==> src/rtl/conv_out_pkg.sv <==
// ============================================================================
//  Module   : conv_out_pkg
//  Brief    : Shared types and address helper for the conv output collector.
//  Revision : 1.0
// ============================================================================
`default_nettype none

package conv_out_pkg;

   typedef enum logic [1:0] {
      IDLE    = 2'd0,
      COLLECT = 2'd1,
      DRAIN   = 2'd2,
      DONE    = 2'd3
   } state_t;

   // Fields are sized for the widest supported configuration; the top uses the low bits.
   localparam int c_ENTRY_FIELD_W = 32;

   typedef struct packed {
      logic [c_ENTRY_FIELD_W-1:0] data;
      logic [c_ENTRY_FIELD_W-1:0] addr;
   } out_entry_t;

   function automatic logic [c_ENTRY_FIELD_W-1:0] calc_addr(
      input int unsigned x,
      input int unsigned y,
      input int unsigned ch,
      input int unsigned w,
      input int unsigned h
   );
      return c_ENTRY_FIELD_W'(ch * (w * h) + y * w + x);
   endfunction

endpackage

`default_nettype wire

==> src/rtl/sync_fifo.sv <==
// ============================================================================
//  Module   : sync_fifo
//  Brief    : Single-clock FIFO with type parameter; push while full allowed with pop.
//  Revision : 1.0
// ============================================================================
`default_nettype none

module sync_fifo #(
   parameter type T     = logic [7:0],
   parameter int  DEPTH = 8
) (
   input  logic clk,
   input  logic arst,
   input  logic push,
   input  T     din,
   input  logic pop,
   output T     dout,
   output logic full,
   output logic empty
);

   localparam int c_PTR_W = $clog2(DEPTH);

   T                 r_mem [DEPTH];
   logic [c_PTR_W:0] r_wr_ptr;
   logic [c_PTR_W:0] r_rd_ptr;
   logic             w_do_push;
   logic             w_do_pop;

   assign w_do_pop  = pop && !empty;
   assign w_do_push = push && (!full || w_do_pop);

   always_ff @(posedge clk or posedge arst) begin
      if (arst) begin
         r_wr_ptr <= '0;
         r_rd_ptr <= '0;
      end else begin
         if (w_do_push) r_wr_ptr <= r_wr_ptr + 1'b1;
         if (w_do_pop)  r_rd_ptr <= r_rd_ptr + 1'b1;
      end
   end

   // Storage needs no reset: the read side is qualified by empty.
   always_ff @(posedge clk) begin
      if (w_do_push) r_mem[r_wr_ptr[c_PTR_W-1:0]] <= din;
   end

   assign empty = (r_wr_ptr == r_rd_ptr);
   assign full  = (r_wr_ptr[c_PTR_W] != r_rd_ptr[c_PTR_W]) &&
                  (r_wr_ptr[c_PTR_W-1:0] == r_rd_ptr[c_PTR_W-1:0]);
   assign dout  = r_mem[r_rd_ptr[c_PTR_W-1:0]];

endmodule

`default_nettype wire

==> src/rtl/conv_output_collector.sv <==
// ============================================================================
//  Module   : conv_output_collector
//  Brief    : Collects conv core results, optional ReLU (macro OUT_RELU_EN),
//             linear addressing, FIFO buffering and per-layer completion.
//  Revision : 1.0
// ============================================================================
`default_nettype none

module conv_output_collector
   import conv_out_pkg::*;
#(
   parameter int DATA_WIDTH         = 16,
   parameter int FEATURE_MAP_WIDTH  = 128,
   parameter int FEATURE_MAP_HEIGHT = 128,
   parameter int OUTPUT_NB_CHANNELS = 32,
   parameter int FIFO_DEPTH         = 8,
   localparam int ADDR_W = $clog2(FEATURE_MAP_WIDTH * FEATURE_MAP_HEIGHT * OUTPUT_NB_CHANNELS),
   localparam int CNT_W  = $clog2(FEATURE_MAP_WIDTH * FEATURE_MAP_HEIGHT * OUTPUT_NB_CHANNELS + 1),
   localparam int X_W    = $clog2(FEATURE_MAP_WIDTH),
   localparam int Y_W    = $clog2(FEATURE_MAP_HEIGHT),
   localparam int CH_W   = $clog2(OUTPUT_NB_CHANNELS)
) (
   input  logic                         clk,
   input  logic                         arst,
   input  logic                         start,
   input  logic signed [DATA_WIDTH-1:0] in_data,
   input  logic                         in_valid,
   input  logic [X_W-1:0]               in_x,
   input  logic [Y_W-1:0]               in_y,
   input  logic [CH_W-1:0]              in_ch,
   output logic [DATA_WIDTH-1:0]        out_data,
   output logic [ADDR_W-1:0]            out_addr,
   output logic                         out_valid,
   input  logic                         out_ready,
   output logic                         done,
   output logic                         overflow,
   output logic [CNT_W-1:0]             count
);

   localparam int c_TOTAL = FEATURE_MAP_WIDTH * FEATURE_MAP_HEIGHT * OUTPUT_NB_CHANNELS;

   state_t                  r_state;
   state_t                  w_state_nxt;
   logic [CNT_W-1:0]        r_count;
   logic                    r_overflow;
   logic                    w_arm;
   logic                    w_push_req;
   logic                    w_pop;
   logic                    w_full;
   logic                    w_empty;
   logic [DATA_WIDTH-1:0]   w_data_in;
   out_entry_t              w_entry_in;
   out_entry_t              w_entry_out;
   logic                    w_unused;

   // ------------------------------------------------------------------
   // Layer FSM
   // ------------------------------------------------------------------
   always_ff @(posedge clk or posedge arst) begin
      if (arst) r_state <= IDLE;
      else      r_state <= w_state_nxt;
   end

   always_comb begin
      w_state_nxt = r_state;
      case (r_state)
         IDLE:    if (start) w_state_nxt = COLLECT;
         COLLECT: if (r_count == CNT_W'(c_TOTAL)) w_state_nxt = DRAIN;
         DRAIN:   if (w_empty) w_state_nxt = DONE;
         DONE:    if (start) w_state_nxt = COLLECT;
         default: w_state_nxt = IDLE;
      endcase
   end

   assign w_arm      = start && ((r_state == IDLE) || (r_state == DONE));
   assign w_push_req = in_valid && (r_state == COLLECT);
   assign w_pop      = out_valid && out_ready;

   // ------------------------------------------------------------------
   // Per-layer result counter and sticky drop flag
   // ------------------------------------------------------------------
   always_ff @(posedge clk or posedge arst) begin
      if (arst) begin
         r_count    <= '0;
         r_overflow <= 1'b0;
      end else if (w_arm) begin
         r_count    <= '0;
         r_overflow <= 1'b0;
      end else if (w_push_req) begin
         r_count <= r_count + 1'b1;
         if (w_full && !w_pop) r_overflow <= 1'b1;
      end
   end

   // ------------------------------------------------------------------
   // Data conditioning and address generation
   // ------------------------------------------------------------------
`ifdef OUT_RELU_EN
   assign w_data_in = in_data[DATA_WIDTH-1] ? '0 : in_data;
`else
   assign w_data_in = in_data;
`endif

   always_comb begin
      w_entry_in                      = '0;
      w_entry_in.data[DATA_WIDTH-1:0] = w_data_in;
      w_entry_in.addr = calc_addr(32'(in_x), 32'(in_y), 32'(in_ch),
                                  32'(FEATURE_MAP_WIDTH), 32'(FEATURE_MAP_HEIGHT));
   end

   // The FIFO rejects a push when full unless a pop frees a slot the same cycle.
   sync_fifo #(
      .T     (out_entry_t),
      .DEPTH (FIFO_DEPTH)
   ) u_fifo (
      .clk   (clk),
      .arst  (arst),
      .push  (w_push_req),
      .din   (w_entry_in),
      .pop   (w_pop),
      .dout  (w_entry_out),
      .full  (w_full),
      .empty (w_empty)
   );

   // ------------------------------------------------------------------
   // Outputs; data/addr forced to zero while nothing is buffered
   // ------------------------------------------------------------------
   assign out_valid = !w_empty;
   assign out_data  = w_empty ? '0 : w_entry_out.data[DATA_WIDTH-1:0];
   assign out_addr  = w_empty ? '0 : w_entry_out.addr[ADDR_W-1:0];
   assign done      = (r_state == DONE);
   assign overflow  = r_overflow;
   assign count     = r_count;

   assign w_unused = ^(w_entry_out.data >> DATA_WIDTH) ^ ^(w_entry_out.addr >> ADDR_W);

endmodule

`default_nettype wire

==> config.mk <==
export PLATFORM = sky130hd
export DESIGN_NAME = conv_output_collector
export DESIGN_NICKNAME = d
export VERILOG_FILES = /design/src/rtl/conv_out_pkg.sv /design/src/rtl/sync_fifo.sv /design/src/rtl/conv_output_collector.sv
export SDC_FILE = /design/constraint.sdc
export NUM_CORES = 1
export LEC_CHECK = 0
export ABC_AREA = 0
export CAP_MARGIN = 15
export CORE_ASPECT_RATIO = 0.75
export CORE_MARGIN = 5
export CORE_UTILIZATION = 45
export CTS_BUF_LIST = sky130_fd_sc_hd__clkbuf_8
export DETAILED_ROUTE_END_ITERATION = 10
export GPL_TIMING_DRIVEN = 0
export PLACE_DENSITY = 0.61
export SKIP_CTS_REPAIR_TIMING = 1
export SYNTH_ARGS = -nofsm -noshare
export SYNTH_HDL_FRONTEND = slang
export SYNTH_SLANG_ARGS = --single-unit
export TNS_END_PERCENT = 50
==> constraint.sdc <==
create_clock -name clk -period 5.7 [get_ports clk]
set_input_delay 0.855 -clock clk [delete_from_list [all_inputs] [get_ports clk]]
set_output_delay 0.855 -clock clk [all_outputs]
set_load 0.05 [all_outputs]
==> impl_metrics.py, run 1 <==
metrics = {
    "cells_and_area": {
        "area_growth_syn_to_layout_pct": 21.1,
        "postLayoutCoreUtil_pct": 55.3,
        "layout-drive-gt1-share_pct": 21.7,
        "final_nets": 829,
    },
    "yosys": {
        "synthFlopType": "edfxtp_1",
        "synth.net_count": 668,
        "netlist_instances": 620,
        "netlist_area_um2": 12300,
        "synth.distinct_cells": 41,
        "seq_area_frac_synth_pct": 74.7,
        "synth-seq-cells": 311,
        "yosys.area_share.simple_pct": 4.85,
        "ys_top_cells_by_count": "280 x edfxtp_1, 70 x mux4_2, 65 x nor2_1, 36 x mux2i_1, 31 x dfrtp_1",
        "synth_most_common_cell": "edfxtp_1",
        "yosys.area_share.adder_pct": 0.814,
        "synth_top_family_by_area": "multiplexers",
        "synth_area_leader_cell": "edfxtp_1",
        "synth.top_cell.area_share_pct": 68.4,
        "synth_mux_area_share_pct": 15.9,
        "ys_warn_count": 0,
        "synth_compound_area_share_pct": 0.509,
        "async_reset_ff_share_pct": 9.97,
        "synth_xor_area_share_pct": 1.85,
        "syn_area_per_cell_um2": 19.8,
        "synth-edff-count": 280,
        "synth_area_leaders": "edfxtp_1 68%, mux4_2 13%, dfrtp_1 6.3%, mux2i_1 2.9%, nor2_1 2.0%",
    },
    "min_path": {
        "hold_path_class": "flop to flop",
        "hp-start": "u_fifo.r_rd_ptr[3]",
        "hold_path_end": "u_fifo.r_rd_ptr[3]",
        "hold_depth": 1,
    },
    "sta": {
        "tightest_slew_ps": 993,
        "rsz0062_at_grt": "no",
        "finalCriticalPeriod_ps": 4230,
        "slew_headroom_pct": 33.7,
        "finalHoldViolCount": 0,
        "period_share_pct": 74.2,
        "fin_hold_ws_ps": 507,
        "max_freq_mhz": 237,
        "setup_viol": 0,
        "maxSlewViolCount": 0,
        "finalClockSkew_ps": 12.6,
    },
    "critical_path": {
        "cp_data_required_time_ps": 4850,
        "crit_chain": "buf_4 -> xnor2_1 -> nand3_2 -> nor2b_2 -> buf_6 -> clkbuf_1 -> nor2_1 -> clkdlybuf4s50_1",
        "crit_arrival_ps": 3370,
        "cpLargestDelayFamily": "buffers and inverters",
        "r2r_cells": 7,
        "start_kind": "flop",
        "crit_slowest_cell": "clkdlybuf4s50_1",
        "cp_max_fo": 10,
        "rr_endpoint": "u_fifo.r_mem[3][33]",
        "cp.depth": 8,
        "r2r-start": "r_state[1]",
        "reg2reg_slack_ps": 2680,
        "max_stage_delay_ps": 760,
        "worstSetupPathType": "flop to primary output",
        "crit_path_end_kind": "primary output",
        "critPathBufInv": 4,
    },
    "floorplan": {
        "die-area_um2": 30800,
        "start_util_pct": 45.6,
        "core-area_um2": 26900,
        "rows": 52,
        "io_pins": 98,
        "dieWidth_um": 201,
        "die_h_um": 153,
    },
    "clock_tree": {
        "clock_sinks": 311,
        "cts_tree": "built",
        "cts_max_level": 2,
        "numCtsBuffers": 47,
        "cts-root-buf": "clkbuf_8",
        "path_clk_slew_ps": 60,
        "clock_latency_ps": 550,
        "clk_path_buf_depth": 3,
    },
    "global_route": {
        "antenna_found_initial": 1,
        "grt-ovfl-total": 0,
        "grt_pass1_wl_um": 40400,
        "grt_max_degree": 32,
        "grt_pass1_vias": 6605,
        "grtUsageTotal_pct": 17.1,
    },
    "placed_design": {
        "port_buffers": 97,
        "routabilityCongestion": 0.821,
        "dp_hpwl_um": 16700,
    },
    "detailed_routing": {
        "wl_per_cell_um": 22.4,
        "antenna_left": 0,
        "drt_pre_antenna_iters": 5,
        "wirelength_um": 26200,
        "vias": 6323,
        "drc": 0,
        "drt_iter0_drc": 389,
        "vias_per_cell": 5.40,
    },
    "pwr": {
        "power_uw": 7800,
        "power_leakage_uw": 0.00510,
        "powerDensity_nw_per_um2": 524,
        "ir_drop_uv": 310,
    },
    "status": {
        "status": "completed",
    },
    "flow_run": {
        "maxCapViolCount": 0,
    },
}
state kept, by name, indices dropped and copies added, names as in the netlist:
name             count
overflow             1
u_fifo.r_mem       280
u_fifo.r_wr_ptr      4
count               20
u_fifo.r_rd_ptr      4
r_state              2
cell usage in the layout (no fill, tap or decap), types with 12 or more instances in the layout:
cell / Yosys / layout
buf_2: 13 / 13
clkbuf_8: 0 / 50
clkdlybuf4s50_1: 0 / 97
clkinv_1: 0 / 12
dfrtp_1: 31 / 31
edfxtp_1: 280 / 280
inv_1: 5 / 21
mux2i_1: 36 / 36
mux4_2: 70 / 70
nand2_1: 13 / 13
nor2_1: 65 / 59
xor2_1: 15 / 15
worst max path at each step:
stage / startpoint / end / slack, ps
floorplan: in_valid / u_fifo.r_mem[1][0] / 1430
global placement: in_valid / u_fifo.r_mem[1][1] / -1830
detailed placement: u_fifo.r_rd_ptr[0] / out_addr[6] / 2060
CTS: u_fifo.r_rd_ptr[0] / out_addr[6] / 1440
global route: u_fifo.r_rd_ptr[0] / out_addr[6] / 1330
finish: u_fifo.r_rd_ptr[0] / out_addr[6] / 1470
per-stage QoR:
stage / area (um2) / setup TNS [ps] / cells / worst slack, ps
finish: 14900 / 0 / 1172 / 1470
detailed placement: 14000 / 0 / 1082 / 2060
CTS: 14900 / 0 / 1170 / 1440
global route: 14900 / 0 / 1172 / 1330
global placement: 13700 / -124180 / 1068 / -1830
floorplan: 12300 / 0 / 620 / 1430
metal layers:
layer  vias to the layer above  global-route usage [%]  share of wire [%]
li1                       2812                       -                  -
met1                      3293                    25.3                 45
met2                       173                    26.3                 47
met3                        45                    3.64                5.8
met4                         0                    4.45                1.8
met5                         -                       0                  0
kinds of logic after synthesis:
group,count (synthesis)
flops,311
simple gates,122
mux,108
buf+inv,35
xor+xnor,26
compound gates,10
fa+ha+maj,8
report_power, final:
group / internal (uW) / switching [uW]
registers: 2680 / 73.2
logic: 1260 / 2100
clock network: 860 / 832
cell type report:
cell class / instances / area (um2)
clock buffer: 50 / 688
inverter: 6 / 25.0
antenna: 1 / 2.50
timing repair buffer: 112 / 1220
clock inverter: 38 / 188
fill: 2104 / 12100
multi-input combinational: 274 / 3000
buffer: 29 / 136
sequential: 311 / 9180
tap: 351 / 439
Note: power is estimated with default switching activity, not from simulation.
==> run 2: changes to the inputs <==
PLACE_DENSITY = 0.64   (was 0.61)
clock period = 3.81 ns   (was 5.7 ns; I/O delays follow)
==> run 2 against run 1 <==
  * Critical path depth is the same
  * Die area is the same
  * Cell area is essentially flat
  * Core utilization is essentially flat
  * Sequential share of layout area is essentially flat
  * Clock skew grew 13 ps
  * Wire length grew 1.2%
  * Non-clock buffer count shrank 2
  * Critical endpoint is now out_addr[8]
  * Largest cell class unchanged
  * Highest routed layer is now met5
==> impl_metrics.py, run 2 (synthesized netlist as in run 1, its figures left out) <==
metrics = {
    "status": {
        "status": "completed",
    },
    "critical_path": {
        "crit_slowest_cell": "clkdlybuf4s50_1",
        "max_stage_delay_ps": 860,
        "cp_data_required_time_ps": 3240,
        "crit_path_end_kind": "primary output",
        "crit_chain": "buf_2 -> xnor2_1 -> nand3_2 -> nor2b_2 -> buf_6 -> clkbuf_2 -> nor2_1 -> clkdlybuf4s50_1",
        "worstSetupPathType": "flop to primary output",
        "cp_max_fo": 10,
        "crit_arrival_ps": 3080,
        "start_kind": "flop",
        "critPathBufInv": 4,
        "cpLargestDelayFamily": "buffers and inverters",
    },
    "clock_tree": {
        "clock_sinks": 311,
        "clk_path_buf_depth": 3,
        "clock_latency_ps": 580,
        "numCtsBuffers": 48,
        "path_clk_slew_ps": 60,
        "cts-root-buf": "clkbuf_8",
        "cts_max_level": 2,
        "cts_tree": "built",
    },
    "placed_design": {
        "dpl.cell_count": 1081,
        "port_buffers": 97,
        "routabilityCongestion": 0.805,
        "dp_hpwl_um": 16700,
    },
    "global_route": {
        "grt-ovfl-total": 0,
        "grt_max_degree": 21,
        "grt_pass1_wl_um": 40400,
        "antenna_found_initial": 2,
        "grt_pass1_vias": 6739,
        "grtUsageTotal_pct": 17.3,
    },
    "pwr": {
        "ir_drop_uv": 566,
        "powerDensity_nw_per_um2": 786,
        "pwr-share-clk_pct": 21.5,
        "p_sw_uw": 4510,
        "combPwrFrac_pct": 43.3,
        "pwr-share-seq_pct": 35.2,
        "power_leakage_uw": 0.00511,
        "switching_share_pct": 38.5,
        "internal_power_uw": 7190,
        "power_uw": 11700,
    },
    "sta": {
        "finalClockSkew_ps": 25.7,
        "period_share_pct": 95.8,
        "maxSlewViolCount": 0,
        "tightest_slew_ps": 943,
        "finalCriticalPeriod_ps": 3650,
        "setup_viol": 0,
        "max_freq_mhz": 274,
        "finalHoldViolCount": 0,
        "slew_headroom_pct": 36.8,
        "rsz0062_at_grt": "yes",
    },
    "floorplan": {
        "die-area_um2": 30800,
        "start_util_pct": 45.6,
        "io_pins": 98,
        "die_h_um": 153,
        "core-area_um2": 26900,
        "dieWidth_um": 201,
        "rows": 52,
    },
    "detailed_routing": {
        "wirelength_um": 26500,
        "wl_per_cell_um": 22.8,
        "vias": 6284,
        "vias_per_cell": 5.40,
        "drt_pre_antenna_iters": 4,
        "drt_iter0_drc": 438,
        "drc": 0,
        "antenna_left": 0,
    },
    "cells_and_area": {
        "n_antenna_cell": 0,
        "layout-drive-gt1-share_pct": 22.5,
        "mostFrequentLayoutCell": "edfxtp_1",
        "area_growth_syn_to_layout_pct": 21.0,
        "final_nets": 828,
        "final_cell_mix": "280 x edfxtp_1, 97 x clkdlybuf4s50_1, 70 x mux4_2, 59 x nor2_1, 50 x clkbuf_8",
        "largest_reg_flops": 280,
        "final_cell_count_no_fill": 1163,
    },
    "min_path": {
        "hold_path_class": "primary input to async pin",
    },
    "flow_run": {
        "maxCapViolCount": 0,
    },
}
run 2: cell type report:
cell class,count,area [um2]
Sequential cell,311,9180
Timing Repair Buffer,110,1210
Fill cell,2134,12100
Buffer,29,158
Tap cell,351,439
Multi-Input combinational cell,274,3010
Inverter,6,25.0
Clock buffer,50,688
Clock inverter,32,160
run 2: worst paths after layout:
check	from	end	slack, ps	cells past startpoint
setup reg to reg	r_state[1]	u_fifo.r_mem[1][7]	730	8
hold reg to reg	u_fifo.r_wr_ptr[3]	u_fifo.r_wr_ptr[3]	500	1
max in group asynchronous	arst	u_fifo.r_wr_ptr[0]	2800	3
hold / removal	arst	count[6]	430	2
min in group clk	u_fifo.r_wr_ptr[3]	u_fifo.r_wr_ptr[3]	500	1
setup / recovery	u_fifo.r_rd_ptr[1]	out_addr[8]	160	8
run 2: metal layers:
layer	global-route usage, %	wire, um
met3	4.15	1450
met4	4.81	397
met5	0	19
met2	27.2	12600
met1	24.5	12100
run 2: power by group through the flow:
stage                     Combinational, uW  Sequential (uW)  Clock [uW]
after floorplan                        3430             4200           0
after global placement                 4950             4190           0
after detailed placement               5100             4190           0
after CTS                              5120             4120        2590
after global routing                   5350             4140        2750
final                                  5060             4120        2510
run 2: metrics by stage:
stage	area, um2	setup slack (ps)	TNS [ps]	hold slack, ps	util (%)
3_3_place_gp	13700	-3290	-453720	477	50.9
4_1_cts	14900	-172	-2600	400	55.1
2_1_floorplan	12300	-289	-10110	462	-
3_5_place_dp	14000	421	0	495	52.0
6_report	14900	161	0	430	55.2
5_1_grt	14900	-4.48	-4.48	467	55.2
==> run 3: changes to the inputs <==
--- a/config.mk
+++ b/config.mk
@@ -10,3 +10,2 @@
 export CORE_ASPECT_RATIO = 0.75
-export CORE_MARGIN = 5
 export CORE_UTILIZATION = 45
@@ -15,2 +14,3 @@
 export GPL_TIMING_DRIVEN = 0
+export MAX_ROUTING_LAYER = met4
 export PLACE_DENSITY = 0.64
--- a/constraint.sdc
+++ b/constraint.sdc
@@ -3,2 +3,2 @@
 set_output_delay 0.5715 -clock clk [all_outputs]
-set_load 0.05 [all_outputs]
+set_load 0.01 [all_outputs]
==> run 3 against run 2 <==
  * The run now ends with design-rule violations left
  * Total power decreased by 11%
  * Register-to-register slack improved by 170 ps
  * Combinational power decreased by 25%
  * First-iteration DRC count decreased by 24%
  * Worst setup slack improved by 55 ps
  * Global-route usage increased by 2.5 points
  * Flip-flop and latch count unchanged
  * Count of clock-buffer cells in the layout decreased by 2
  * Die area decreased by 9.0%
  * Critical path depth decreased by 2
  * Critical endpoint is now out_data[10]
==> impl_metrics.py, run 3 (synthesized netlist as in run 1, its figures left out) <==
metrics = {
    "sta": {
        "max_freq_mhz": 278,
        "period_share_pct": 94.3,
        "maxSlewViolCount": 0,
        "finalHoldViolCount": 0,
        "finalCriticalPeriod_ps": 3590,
        "rsz0062_at_grt": "no",
        "tightest_slew_ps": 844,
        "setup_viol": 0,
        "finalClockSkew_ps": 16.1,
        "fin_hold_ws_ps": 242,
        "slew_headroom_pct": 43.6,
    },
    "cells_and_area": {
        "mostFrequentLayoutCell": "edfxtp_1",
        "layout-drive-gt1-share_pct": 21.0,
        "largest_reg_flops": 280,
        "final_cell_mix": "280 x edfxtp_1, 97 x clkdlybuf4s50_1, 70 x mux4_2, 59 x nor2_1, 48 x clkbuf_8",
        "final_nets": 829,
        "n_fill_cell": 2030,
        "area_growth_syn_to_layout_pct": 21.0,
    },
    "critical_path": {
        "crit_arrival_ps": 3020,
        "cp_data_required_time_ps": 3240,
        "crit_path_end_kind": "primary output",
        "worstSetupPathType": "flop to primary output",
        "crit_chain": "buf_2 -> buf_1 -> mux4_2 -> mux2i_1 -> nor2_1 -> clkdlybuf4s50_1",
        "start_kind": "flop",
        "cp_max_fo": 10,
        "crit_slowest_cell": "buf_1",
        "max_stage_delay_ps": 650,
    },
    "detailed_routing": {
        "drt_iter0_drc": 332,
        "wirelength_um": 25900,
        "antenna_left": 0,
        "drc": 12,
        "wl_per_cell_um": 22.2,
        "vias_per_cell": 5.35,
        "drt_pre_antenna_iters": 9,
        "vias": 6239,
    },
    "clock_tree": {
        "clk_path_buf_depth": 3,
        "cts_tree": "built",
        "path_clk_slew_ps": 60,
        "cts_max_level": 2,
        "clock_sinks": 311,
        "numCtsBuffers": 48,
        "clock_latency_ps": 560,
        "cts-root-buf": "clkbuf_8",
    },
    "pwr": {
        "ir_drop_uv": 422,
        "power_uw": 10400,
        "p_sw_uw": 3260,
        "pwr-share-seq_pct": 39.6,
        "pwr-share-clk_pct": 23.9,
        "switching_share_pct": 31.3,
        "power_leakage_uw": 0.00510,
        "combPwrFrac_pct": 36.5,
        "powerDensity_nw_per_um2": 700,
        "internal_power_uw": 7150,
    },
    "floorplan": {
        "io_pins": 98,
        "start_util_pct": 46.5,
        "die-area_um2": 28000,
        "core-area_um2": 26400,
        "rows": 51,
        "dieWidth_um": 193,
        "die_h_um": 145,
    },
    "placed_design": {
        "port_buffers": 97,
        "dp_hpwl_um": 16500,
        "routabilityCongestion": 0.796,
    },
    "global_route": {
        "grt_pass1_vias": 6716,
        "grtUsageTotal_pct": 19.8,
        "grt_max_degree": 32,
        "grt-ovfl-total": 0,
        "grt_pass1_wl_um": 39600,
        "antenna_found_initial": 1,
    },
    "min_path": {
        "hold_path_class": "primary input to async pin",
    },
    "flow_run": {
        "maxCapViolCount": 0,
    },
    "status": {
        "violations": "design-rule violations",
        "status": "complete, but fails checks",
    },
}
==> run 3: changes by cell type in the layout (fill, tap and decap cells not counted), sizes merged <==
cell and change:
buf +7, clkbuf -8, clkinv +4, clkinvlp +1, diode +1, inv +5
==> run 3: area by class of cell <==
type                       instances  area (um2)  share of cell area, %
buffer                            29         138                  0.925
antenna                            1        2.50                 0.0168
timing repair buffer             111        1220                   8.24
clock buffer                      48         661                   4.44
tap                              344         430                   2.89
multi-input combinational        274        3010                   20.2
sequential                       311        9180                   61.7
clock inverter                    42         203                   1.36
inverter                           6        25.0                  0.168
==> run 3: critical path: cells and delay by family, from the launching register on <==
family	cells	cell delay [ps]
buf+inv	3	1430
simple gates	1	90
flops	1	340
mux	2	610
==> run 3: metal layers <==
layer,vias to the layer above,GRT usage (%),routed length [um]
met4,0,4.65,371
met2,160,30.1,12400
li1,2817,-,-
met1,3228,27.9,11900
met5,-,-,0
met3,34,3.46,1240
==> run 3: path summary, 6_finish.rpt <==
| path | startpoint | end | slack (ps) | depth (start not counted) |
|---|---|---|---|---|
| max | u_fifo.r_rd_ptr[1] | out_data[10] | 220 | 6 |
| min | arst | count[12] | 240 | 2 |
| max reg2reg | r_state[1] | u_fifo.r_mem[3][33] | 900 | 7 |
| min reg2reg | u_fifo.r_wr_ptr[3] | u_fifo.r_wr_ptr[3] | 490 | 1 |
| max in group asynchronous | arst | count[17] | 3150 | 3 |
| min in group clk | u_fifo.r_wr_ptr[3] | u_fifo.r_wr_ptr[3] | 490 | 1 |
==> run 3: through the flow <==
| stage | utilization, % | std cells | setup TNS, ps | area (um2) | setup WS, ps |
|---|---|---|---|---|---|
| final | 56.3 | 1166 | 0 | 14900 | 216 |
| after detailed placement | 52.9 | 1074 | 0 | 14000 | 605 |
| after global placement | 51.8 | 1061 | -456800 | 13700 | -3320 |
| after CTS | 56.2 | 1164 | 0 | 14900 | 129 |
| after floorplan | - | 620 | -10110 | 12300 | -289 |
| after global routing | 56.3 | 1166 | 0 | 14900 | 52.6 |
==> run 3: power by group through the flow <==
stage                     Sequential, uW  Clock, uW  Combinational (uW)
after floorplan                     4170          0                2230
after global placement              4190          0                3700
after detailed placement            4190          0                3850
after CTS                           4120       2550                3870
after global routing                4150       2700                4090
final                               4120       2490                3800
